`src/rtl/keypad_entry.sv`:
```
// keypad_entry: scans a 4x4 active-low keypad, debounces and decodes keys, builds an operand and add/sub mode
module keypad_entry #(
    parameter int SCAN_DIV = 1000,
    parameter int DEBOUNCE = 8
) (
    input  logic       CLK,
    input  logic       RST,
    input  logic [3:0] row,
    output logic [3:0] col,
    output logic [3:0] key_code,
    output logic       key_valid,
    output logic [7:0] operand,
    output logic       op_valid,
    output logic       add,
    output logic       sub
);
    localparam int SW = $clog2(SCAN_DIV);
    localparam int DW = $clog2(DEBOUNCE + 1);

    typedef enum logic [1:0] {SCAN, PRESS_DB, HELD, REL_DB} state_t;

    state_t        state, state_n;
    logic [3:0]    r1, rs, col_n, code;
    logic [SW-1:0] slot;
    logic [DW-1:0] db, db_n, db_inc;
    logic [1:0]    ridx, cidx, ridx_n, cidx_n, win, cur;
    logic          sample, idle, fire;

    assign sample = slot == SW'(SCAN_DIV - 1);
    assign idle   = rs == 4'hF;
    assign win    = !rs[0] ? 2'd0 : !rs[1] ? 2'd1 : !rs[2] ? 2'd2 : 2'd3;
    assign cur    = !col[0] ? 2'd0 : !col[1] ? 2'd1 : !col[2] ? 2'd2 : 2'd3;
    assign db_inc = db + DW'(1);
    assign code   = {ridx, cidx};

    // two-stage row synchroniser and the free-running column slot timer
    always_ff @(posedge CLK or posedge RST)
        if (RST) begin
            r1   <= 4'hF;
            rs   <= 4'hF;
            slot <= '0;
        end else begin
            r1   <= row;
            rs   <= r1;
            slot <= sample ? '0 : slot + SW'(1);
        end

    // scan/debounce state, column drive and captured key position
    always_ff @(posedge CLK or posedge RST)
        if (RST) begin
            state <= SCAN;
            col   <= 4'b1110;
            db    <= '0;
            ridx  <= '0;
            cidx  <= '0;
        end else begin
            state <= state_n;
            col   <= col_n;
            db    <= db_n;
            ridx  <= ridx_n;
            cidx  <= cidx_n;
        end

    // next-state logic; every decision is taken only at a slot sample point
    always_comb begin
        state_n = state;
        col_n   = col;
        db_n    = db;
        ridx_n  = ridx;
        cidx_n  = cidx;
        fire    = 1'b0;
        if (sample)
            case (state)
                SCAN:
                    if (idle) col_n = {col[2:0], col[3]};
                    else begin
                        ridx_n  = win;
                        cidx_n  = cur;
                        db_n    = '0;
                        state_n = PRESS_DB;
                    end
                PRESS_DB:
                    if (rs[ridx]) state_n = SCAN;
                    else begin
                        db_n = db_inc;
                        if (db_inc == DW'(DEBOUNCE)) begin
                            fire    = 1'b1;
                            state_n = HELD;
                        end
                    end
                HELD:
                    if (idle) begin
                        db_n    = '0;
                        state_n = REL_DB;
                    end
                REL_DB:
                    if (!idle) state_n = HELD;
                    else begin
                        db_n = db_inc;
                        if (db_inc == DW'(DEBOUNCE)) begin
                            col_n   = {col[2:0], col[3]};
                            state_n = SCAN;
                        end
                    end
                default: state_n = SCAN;
            endcase
    end

    // registered outputs and the entry action for an accepted key
    always_ff @(posedge CLK or posedge RST)
        if (RST) begin
            key_code  <= '0;
            key_valid <= 1'b0;
            operand   <= '0;
            op_valid  <= 1'b0;
            add       <= 1'b0;
            sub       <= 1'b0;
        end else begin
            key_valid <= fire;
            op_valid  <= fire && code == 4'd13;
            if (fire) begin
                key_code <= code;
                if (code < 4'd10) operand <= operand * 8'd10 + 8'(code);
                else if (code == 4'd10) begin
                    add <= 1'b1;
                    sub <= 1'b0;
                end else if (code == 4'd11) begin
                    add <= 1'b0;
                    sub <= 1'b1;
                end else if (code == 4'd12) begin
                    operand <= '0;
                    add     <= 1'b0;
                    sub     <= 1'b0;
                end
            end
        end
endmodule
```
`config.mk`:
```
export PLATFORM = sky130hd
export DESIGN_NAME = keypad_entry
export DESIGN_NICKNAME = d
export VERILOG_FILES = /design/src/rtl/keypad_entry.sv
export SDC_FILE = /design/constraint.sdc
export NUM_CORES = 1
export LEC_CHECK = 0
export CORE_MARGIN = 5
export CORE_UTILIZATION = 56
export DETAILED_ROUTE_END_ITERATION = 6
export PLACE_DENSITY = 0.79
export SYNTH_ARGS = -nofsm -noshare
export SYNTH_HDL_FRONTEND = slang
export SYNTH_SLANG_ARGS = --single-unit
export TNS_END_PERCENT = 1
```
`constraint.sdc`:
```
create_clock -name CLK -period 2.4 [get_ports CLK]
set_input_delay 0.48 -clock CLK [delete_from_list [all_inputs] [get_ports CLK]]
set_output_delay 0.48 -clock CLK [all_outputs]
set_load 0.02 [all_outputs]
```
* Yosys cells after proc, flatten, opt, wreduce, memory -nomap -nowiden
Cells that the tools add are included.
** Word-level totals
- Logic and storage cells :: 91
- Register bits after elaboration :: 48
- Input bits :: 6
- Output and inout bits :: 20
** Operators by class
- Multipliers :: 1
- Bitwise logic cells :: 2
- Order comparisons :: 2
- Muxes and demuxes :: 38
- Equality and inequality tests :: 20
- Reductions and logical operators :: 11
- Add/subtract/negate cells :: 3
** Operators with widths (number)
- $mux 8 :: 4
- $mux 4 :: 7
- $eq 4x4->1 const B :: 6
- $mux 2 :: 10
- $ne 2x2->1 const B :: 8
- $pmux 4 s4 :: 1
- $reduce_and 5->1 :: 3
- $mux 1 :: 12
- $add 10x1->10 const B :: 1
- $eq 10x10->1 const B :: 1
- $mux 10 :: 1
- $add 8x4->8 :: 1
- $mul 8x3->7 const B :: 1
- $pmux 2 s4 :: 1
- $pmux 4 s2 :: 1
- $ne 3x3->1 const B :: 2
- $reduce_and 3->1 :: 2
- $add 4x1->4 const B :: 1
- $eq 2x2->1 const B :: 2
- $lt 4x4->1 const B :: 1
- $reduce_and 4->1 :: 1
- $reduce_bool 2->1 :: 2
- $lt 2x3->1 const B :: 1
- $reduce_bool 3->1 :: 1
- other kinds (5) :: 6

* Longest topological paths before layout
Gate-level depths: netlist of the first run.
- Depth in word-level cells :: 7
- Depth in mapped cells :: 9
- Depth with buffers taken out :: 9

* Least setup slack after synthesis of the first run
OpenSTA, ideal clock, no wires.
- Kind :: flip-flop to flip-flop
- From :: register operand[1]
- To :: register operand[7]
- Setup time :: 130 ps
- Data required time :: 2270 ps
- Arrival time :: 2112 ps
- Path buffers :: 0
- Path slack :: 157 ps
- Period minus slack after synthesis :: 2243 ps
- Stages on the path, launching flop included :: 10
- Cells stage by stage :: dfrtp_1 > ha_1 > ha_1 > inv_1 > fa_1 > xnor2_1 > nand4b_1 > xnor2_1 > xnor2_1 > o21ai_0
** Between the ends
- Longest elaborated chain between the ends :: 3
** Ends and longest elaborated chain
- start, declared :: line 12 : output logic [7:0] operand,
- start signal, assigned :: line 123 : if (code < 4'd10) operand <= operand * 8'd10 + 8'(code);
- $mul 8x3->7 :: line 123
- $add 8x4->8 :: line 123
- $mux 8 :: line 123
No other way between the ends.
A chain may end at the register's enable or synchronous reset.

* Worst setup path after layout of the first run
- From :: register operand[3]
- To :: register operand[7]
Same word-level chain as after synthesis.

==> results of run 1 <==
==> worst max path at each step <==
| stage | startpoint | endpoint | slack [ns] |
|---|---|---|---|
| global route | operand[3]$_DFFE_PP0P_ | operand[7]$_DFFE_PP0P_ | 0.04 |
| CTS | operand[3]$_DFFE_PP0P_ | operand[7]$_DFFE_PP0P_ | 0.17 |
| finish | operand[3]$_DFFE_PP0P_ | operand[7]$_DFFE_PP0P_ | 0.18 |
| floorplan | operand[1]$_DFFE_PP0P_ | operand[7]$_DFFE_PP0P_ | 0.16 |
| global placement | operand[3]$_DFFE_PP0P_ | operand[7]$_DFFE_PP0P_ | 0.25 |
| detailed placement | operand[3]$_DFFE_PP0P_ | operand[7]$_DFFE_PP0P_ | 0.19 |
==> flip-flops by register name, indices dropped and copies added, names as in the netlist <==
signal,flops
r1,4
op_valid,1
key_code,4
col,4
key_valid,1
operand,8
sub,1
add,1
cidx,2
state,2
rs,4
ridx,2
db,4
slot,10
==> cell usage after synthesis, drive strengths merged (3+ instances only) <==
cell / count
a21o: 3
a21oi: 4
buf: 3
clkbuf: 3
dfrtp: 37
dfstp: 11
ha: 12
inv: 12
mux2: 8
nand2: 18
nand3: 15
nor2: 12
nor3b: 3
o21ai: 18
xnor2: 9
xor2: 7
==> per-layer routing <==
layer  part of all wire, %  vias to the layer above  wire (um)  track usage (%)
met1                    45                      779       1890             22.1
met2                    51                       21       2120             28.2
met5                     0                        -          0                0
met4                  0.96                        0         40             4.08
met3                   3.2                        6        135             4.09
li1                      -                      817          -                -
==> final cells by class <==
type                            instances  area, sq um  share of cell area, %
Sequential cell                        48         1210                   42.8
Multi-Input combinational cell        148         1100                   38.7
Timing Repair Buffer                   33          323                   11.4
Clock buffer                            6         82.6                   2.91
Tap cell                               50         62.6                   2.21
Inverter                               12         45.0                   1.59
Clock inverter                          2         10.0                  0.353
==> worst reg2reg max path, stage by stage (launching register included) <==
cell and delay [ns]:
dfrtp_1 0.42, ha_1 0.29, ha_1 0.16, inv_1 0.05
fa_1 0.37, xnor2_1 0.25, nand4b_1 0.14, xnor2_1 0.21
xnor2_1 0.13, o21ai_0 0.08
==> metrics by stage <==
stage	utilization (%)	hold slack [ns]	power, mW
2_1_floorplan	-	0.345	0.855
3_3_place_gp	67.6	0.345	0.872
3_5_place_dp	67.6	0.347	0.873
4_1_cts	69.9	0.359	1.36
5_1_grt	69.9	0.363	1.39
6_report	69.9	0.358	1.34
==> power by group through the flow <==
stage	registers, mW	clock network, mW	logic (mW)
3_3_place_gp	0.839	0	0.0331
5_1_grt	0.825	0.532	0.0372
4_1_cts	0.824	0.497	0.0339
3_5_place_dp	0.839	0	0.0338
2_1_floorplan	0.839	0	0.0163
6_report	0.824	0.481	0.0322
==> logic make-up after synthesis <==
logic type,synth area share (%)
and+or+nand+nor,15.3
DFF,50.8
AOI/OAI and AO/OA,11.3
buffers and inverters,3.24
xor gates and xnor gates,5.86
adders and majority gates,7.95
muxes,5.55
==> flow_summary.yaml, run 1 <==
synth:
  synth_cells: 214
  ys.flop_type: "dfrtp_1"
  synth_top_area_share_pct: 38.7
  syn-mean-instance-area_sq_um: 11.2
  yosys_warnings: 0
  ys_ff_latch: 48
  synth_cell_types: 46
  yosysTopAreaCell: "dfrtp_1"
  synth-edff-count: 0
  async_reset_ff_share_pct: 100
  synth_nets: 234
  netlist_area_sq_um: 2390
  synth.top_cells.by_area: "dfrtp_1 39%, dfstp_2 12%, ha_1 6.3%, mux2_2 3.8%, o21ai_0 3.6%"
  ys_seq_area_share_pct: 50.8
worst_setup_path:
  crit_required_ns: 2.57
  crit_buf_inv: 1
  cp-start-kind: "register"
  criticalPathCategory: "reg -> reg"
  cp.depth: 9
  cpMostUsedCell: "xnor2_1"
  path_delay_family: "adder cells"
  end_kind: "register"
  crit_chain: "ha_1 -> ha_1 -> inv_1 -> fa_1 -> xnor2_1 -> nand4b_1 -> xnor2_1 -> xnor2_1 -> o21ai_0"
  r2r_slack_ns: 0.18
  reg2reg_to: "operand[7]$_DFFE_PP0P_"
  reg2reg_from: "operand[3]$_DFFE_PP0P_"
  cp.arrival_ns: 2.40
  rr_worst_depth: 9
  crit_slowest_cell: "dfrtp_1"
  cp_max_fo: 4
  slowest_delay_ns: 0.42
detailed_routing:
  post_drt_wl_per_cell_um: 14.0
  first_pass_iters: 4
  dr.first_iter.drc_count: 106
  routed_wl_um: 4190
  postRouteAntennaNets: 0
  drc_errors: 0
  num_vias: 1623
  post_drt_via_cell_ratio: 5.43
clocking:
  clk_pin_slew_ns: 0.08
  holdBufCountCts: 0
  post-cts-setup-buffers: 0
  post_cts_resized: 0
  clk_path_buf_depth: 2
  cts-root-buf: "clkbuf_8"
  cts_buffers: 5
  cts_tree: "built"
  h-tree-depth: 2
  clock_sinks: 48
  clk_latency_ns: 0.29
pwr:
  power.leakage_nw: 1.28
  swShare_pct: 20.5
  p_int_mw: 1.06
  p_seq_share_pct: 61.6
  combPwrFrac_pct: 2.4
  powerDensity_nw_per_um2: 472
  clockPowerShare_pct: 36.0
  switchingPower_mw: 0.274
  ir_drop_mv: 0.309
die:
  coreArea_sq_um: 4060
  die_x_um: 75.3
  ios: 26
  die_y_um: 75.3
  die-area_sq_um: 5680
  core.rowCount: 23
  start_util_pct: 58.9
hold_path:
  min_to: "rs[2]$_DFF_PP1_"
  hp-start: "r1[2]$_DFF_PP1_"
  min_path_type: "reg -> reg"
  hold_depth: 0
sta:
  worst_pin_slew_ns: 0.606
  finClkSkew_ns: 0.00435
  max_slew_margin_pct: 59.6
  fin_tns_setup_ns: 0
  drv_slew: 0
  min_period_over_period_pct: 92.6
  finalCriticalPeriod_ns: 2.22
  fin_ws_ns: 0.178
  rsz0062_at_grt: "false"
  fmax_mhz: 450
  final-hold-violation-count: 0
  setup_viol: 0
global_route:
  grt.total_usage_pct: 16.8
  grt-ovfl-total: 0
  grt_pass1_wl_um: 7270
  grt_pass1_vias: 1622
  grt_max_degree: 28
  antenna_found_initial: 0
job:
  max_cap_violations: 0
place:
  gp_congestion: 0.790
  postPlaceCellArea_sq_um: 2740
  pre_cts_ws_ns: 0.186
  dp.cells: 291
  io_buffers: 25
  dp_hpwl_um: 3130
finish:
  n_antenna_cell: 0
  syn_to_final_growth_pct: 18.6
  fin_cells: 299
  final_area_sq_um: 2840
  drive_gt1_share_pct: 16.5
  fillers: 304
  layout_commonest_cell: "dfrtp_1"
  final_cell_mix: "37 x dfrtp_1, 25 x clkdlybuf4s50_1, 18 x nand2_1, 17 x o21ai_0, 14 x nand3_1"
  fin_nets: 268
run_status:
  outcome: "completed"
No activity file was read; power rests on OpenSTA's default activity.
==> inputs of run 2 (changes only) <==
--- a/config.mk
+++ b/config.mk
@@ -5,6 +5,7 @@
 export SDC_FILE = /design/constraint.sdc
 export NUM_CORES = 1
 export LEC_CHECK = 0
+export CORE_ASPECT_RATIO = 1.2
 export CORE_MARGIN = 5
 export CORE_UTILIZATION = 56
 export DETAILED_ROUTE_END_ITERATION = 6
==> run 2 against run 1 <==
Clock-buffer cell count grew 1. Setup slack got worse by 0.028 ns. Non-clock buffer count stayed put. Register-to-register slack got worse by 0.03 ns. Global-route usage is 0.83 points lower. Clock power down 6.0%. Largest power group unchanged.
==> flow_summary.yaml, run 2 (same netlist as run 1, synthesis figures left out) <==
sta:
  finalCriticalPeriod_ns: 2.25
  finClkSkew_ns: 0.00644
  worst_pin_slew_ns: 0.591
  min_period_over_period_pct: 93.8
  fin_tns_setup_ns: 0
  fmax_mhz: 444
  hold_ws_ns: 0.357
  max_slew_margin_pct: 60.6
  final-hold-violation-count: 0
  rsz0062_at_grt: "false"
  drv_slew: 0
  setup_viol: 0
worst_setup_path:
  r2r_slack_ns: 0.15
  reg2reg_to: "operand[7]$_DFFE_PP0P_"
  cp-start-kind: "register"
  cp.arrival_ns: 2.42
  criticalPathCategory: "reg -> reg"
  reg2reg_from: "operand[3]$_DFFE_PP0P_"
  crit_required_ns: 2.57
  cp_max_fo: 4
  rr_worst_depth: 9
  end_kind: "register"
detailed_routing:
  post_drt_wl_per_cell_um: 13.5
  post_drt_via_cell_ratio: 5.38
  postRouteAntennaNets: 0
  num_vias: 1641
  routed_wl_um: 4130
  first_pass_iters: 6
  drc_errors: 0
  dr.first_iter.drc_count: 74
finish:
  layout_commonest_cell: "dfrtp_1"
  drive_gt1_share_pct: 15.7
  largest_register_ff_count: 10
  final_cell_mix: "37 x dfrtp_1, 25 x clkdlybuf4s50_1, 18 x nand2_1, 17 x o21ai_0, 14 x nand3_1"
  n_antenna_cell: 0
  regMostFlops: "slot"
  fin_nets: 268
  reg_top3: "slot x10, operand x8"
  syn_to_final_growth_pct: 18.5
global_route:
  grt_pass1_vias: 1692
  grt-ovfl-total: 0
  grt_max_degree: 26
  antenna_found_initial: 0
  grt.total_usage_pct: 16.0
  grt_pass1_wl_um: 7310
pwr:
  swShare_pct: 20.7
  powerDensity_nw_per_um2: 462
  p_seq_share_pct: 63.0
  combPwrFrac_pct: 2.4
  p_int_mw: 1.04
  power.leakage_nw: 1.27
  finalPower_mw: 1.31
  switchingPower_mw: 0.271
  clockPowerShare_pct: 34.6
  ir_drop_mv: 0.336
clocking:
  clk_path_buf_depth: 2
  holdBufCountCts: 0
  cts_tree: "built"
  cts-root-buf: "clkbuf_8"
  clk_latency_ns: 0.30
  post-cts-setup-buffers: 0
  h-tree-depth: 2
  post_cts_resized: 0
  clock_sinks: 48
  clk_pin_slew_ns: 0.08
  cts_buffers: 5
hold_path:
  hp-start: "r1[2]$_DFF_PP1_"
  min_path_type: "reg -> reg"
  min_to: "rs[2]$_DFF_PP1_"
  hold_depth: 0
die:
  die-area_sq_um: 5680
  start_util_pct: 57.0
  coreArea_sq_um: 4200
  die_y_um: 81.6
  ios: 26
  core.rowCount: 26
  die_x_um: 69.7
job:
  max_cap_violations: 0
place:
  dp_hpwl_um: 3100
  io_buffers: 25
  gp_congestion: 0.805
run_status:
  outcome: "completed"
-- run 2: changes by cell type in the layout (fill, tap and decap cells not counted) --
cell,before,now
clkbuf_1,0,2
clkbuf_8,6,5
clkinv_2,2,1
-- run 2: stage by stage --
| stage | util (%) | setup slack [ns] | area [sq um] | std cells |
|---|---|---|---|---|
| after floorplan | - | 0.157 | 2390 | 214 |
| final | 67.5 | 0.150 | 2830 | 305 |
| after detailed placement | 65.6 | 0.128 | 2750 | 297 |
| after global placement | 65.6 | 0.249 | 2750 | 297 |
| after CTS | 67.5 | 0.119 | 2830 | 305 |
| after global routing | 67.5 | 0.0267 | 2830 | 305 |
-- run 2: worst max path at each step --
stage | startpoint | end | slack [ns] | cells past startpoint
global route | ridx[0]$_DFFE_PP0P_ | add$_DFFE_PP0P_ | 0.03 | 5
finish | operand[3]$_DFFE_PP0P_ | operand[7]$_DFFE_PP0P_ | 0.15 | 9
global placement | operand[3]$_DFFE_PP0P_ | operand[7]$_DFFE_PP0P_ | 0.25 | 9
floorplan | operand[1]$_DFFE_PP0P_ | operand[7]$_DFFE_PP0P_ | 0.16 | 9
detailed placement | operand[3]$_DFFE_PP0P_ | operand[7]$_DFFE_PP0P_ | 0.13 | 9
CTS | operand[3]$_DFFE_PP0P_ | operand[7]$_DFFE_PP0P_ | 0.12 | 9
-- run 2: layer usage --
layer / vias up / share of wire, % / global-route usage (%)
met5: - / 0 / 0
met4: 0 / 1.4 / 5.75
met2: 24 / 52 / 28.9
li1: 821 / - / -
met3: 6 / 2.9 / 3.30
met1: 790 / 44 / 19.0
-- run 2: worst max-delay path, cell delays in order (launching register included) --
cell      delay, ns
dfrtp_1        0.42
ha_1           0.29
ha_1           0.16
inv_1          0.05
fa_1           0.37
xnor2_1        0.25
nand4b_1       0.16
xnor2_1        0.21
xnor2_1        0.13
o21ai_0        0.09
-- run 2: layout make-up --
| class | instances | area, sq um |
|---|---|---|
| well taps | 56 | 70.1 |
| inverters | 12 | 45.0 |
| flip-flops and latches | 48 | 1210 |
| repair buffers | 33 | 323 |
| multi-input cells | 148 | 1100 |
| clock buffers | 7 | 76.3 |
| fillers | 311 | 1360 |
| clock inverters | 1 | 5.00 |
-- run 2: power by group through the flow --
stage | combinational [mW] | sequential (mW) | clock, mW
floorplan | 0.0163 | 0.839 | 0
detailed placement | 0.0332 | 0.840 | 0
global route | 0.0365 | 0.825 | 0.499
CTS | 0.0332 | 0.824 | 0.465
global placement | 0.0332 | 0.839 | 0
finish | 0.0318 | 0.824 | 0.452
==> inputs of run 3 (changes only) <==
--- a/config.mk
+++ b/config.mk
@@ -10,6 +10,7 @@
 export CORE_UTILIZATION = 56
 export DETAILED_ROUTE_END_ITERATION = 6
 export PLACE_DENSITY = 0.79
+export REMOVE_ABC_BUFFERS = 1
 export SYNTH_ARGS = -nofsm -noshare
 export SYNTH_HDL_FRONTEND = slang
 export SYNTH_SLANG_ARGS = --single-unit
==> run 3 against run 2 <==
Combinational power down 6.9%. Clock power up 31%. Clock-buffer cell count up 1. Utilization grew 0.86 points. Die area unchanged. Critical path type unchanged. Highest routed layer unchanged.
==> flow_summary.yaml, run 3 (same netlist as run 1, synthesis figures left out) <==
run_status:
  outcome: "completed"
worst_setup_path:
  cp_max_fo: 4
  r2r_slack_ns: 0.15
  cp.arrival_ns: 2.42
  cp-start-kind: "register"
  criticalPathCategory: "reg -> reg"
  crit_required_ns: 2.57
  end_kind: "register"
sta:
  max_slew_margin_pct: 60.7
  setup_viol: 0
  min_period_over_period_pct: 93.7
  fmax_mhz: 444
  final-hold-violation-count: 0
  worst_pin_slew_ns: 0.590
  drv_slew: 0
  finClkSkew_ns: 0.00670
  finalCriticalPeriod_ns: 2.25
pwr:
  power.leakage_nw: 1.29
  finalPower_mw: 1.45
  ir_drop_mv: 0.447
  powerDensity_nw_per_um2: 504
clocking:
  clk_path_buf_depth: 2
  cts_tree: "built"
  clk_pin_slew_ns: 0.08
  clk_latency_ns: 0.30
  holdBufCountCts: 0
  h-tree-depth: 2
  cts-root-buf: "clkbuf_8"
  cts_buffers: 5
  clock_sinks: 48
finish:
  n_antenna_cell: 0
  syn_to_final_growth_pct: 20.0
  layout_commonest_cell: "dfrtp_1"
  fin_cells: 305
  fin_nets: 268
  drive_gt1_share_pct: 16.5
  final_cell_mix: "37 x dfrtp_1, 25 x clkdlybuf4s50_1, 18 x nand2_1, 17 x o21ai_0, 14 x nand3_1"
  final_area_sq_um: 2870
  reg_top3: "slot x10, operand x8"
  fillers: 308
  regMostFlops: "slot"
  largest_register_ff_count: 10
detailed_routing:
  num_vias: 1681
  first_pass_iters: 4
  routed_wl_um: 4170
  drc_errors: 0
  post_drt_wl_per_cell_um: 13.7
  post_drt_via_cell_ratio: 5.51
  postRouteAntennaNets: 0
  dr.first_iter.drc_count: 89
global_route:
  grt_pass1_wl_um: 7540
  antenna_found_initial: 0
  grt_max_degree: 49
  grt-ovfl-total: 0
  grt.total_usage_pct: 16.5
  grt_pass1_vias: 1661
die:
  die_y_um: 81.6
  start_util_pct: 57.0
  die_x_um: 69.7
  core.rowCount: 26
  coreArea_sq_um: 4200
  ios: 26
  die-area_sq_um: 5680
place:
  postPlaceCellArea_sq_um: 2740
  dp.cells: 297
  gp_congestion: 0.735
  io_buffers: 25
  dp_hpwl_um: 2990
job:
  max_cap_violations: 0
hold_path:
  min_path_type: "reg -> reg"
run 3: final timing paths:
kind	from	depth (start not counted)	to
worst max-delay path	operand[3]$_DFFE_PP0P_	9	operand[7]$_DFFE_PP0P_
min in group asynchronous	RST	3	slot[8]$_DFF_PP0_
worst min register to register	r1[2]$_DFF_PP1_	0	rs[2]$_DFF_PP1_
worst max register to register	operand[3]$_DFFE_PP0P_	9	operand[7]$_DFFE_PP0P_
max in group asynchronous	RST	3	operand[3]$_DFFE_PP0P_
worst min-delay path	r1[2]$_DFF_PP1_	0	rs[2]$_DFF_PP1_
run 3: final cells by class:
type                       count  area [sq um]  share of cell area, %
clock buffer                   8           123                   4.27
inverter                      12          45.0                   1.57
multi-input combinational    148          1110                   38.6
sequential                    48          1210                   42.3
tap                           56          70.1                   2.44
timing repair buffer          33           310                   10.8
run 3: metrics by stage:
stage	hold WS, ns	util (%)	TNS [ns]	setup slack (ns)
finish	0.359	68.4	0	0.150
global route	0.368	68.4	-0.00928	-0.00928
floorplan	0.345	-	0	0.146
detailed placement	0.349	65.3	0	0.140
CTS	0.361	68.2	0	0.126
global placement	0.346	65.3	0	0.246
run 3: repair_timing:
item                                    in CTS  in global routing
setup buffers                                0                  0
resized for setup                            0                  1
endpoints found under the setup margin       0                  1
run 3: worst max-delay path, cell delays in order (launching register included):
cell	delay, ns
dfrtp_1	0.43
ha_1	0.29
ha_1	0.16
inv_1	0.05
fa_1	0.40
xnor2_2	0.21
nand4b_1	0.13
xnor2_1	0.22
xnor2_1	0.14
o21ai_0	0.09
run 3: metal layers:
metal / vias up / part of all wire [%] / global-route usage [%]
met2: 31 / 49 / 27.7
li1: 824 / - / -
met3: 8 / 3.6 / 3.79
met1: 818 / 46 / 21.5
met5: - / 0 / 0
met4: 0 / 1.3 / 4.98
run 3: power breakdown:
group	switching [mW]	total [mW]	internal (mW)
Clock	0.261	0.593	0.333
Sequential	0.00373	0.824	0.821
Combinational	0.0190	0.0296	0.0106
Total	0.283	1.45	1.16
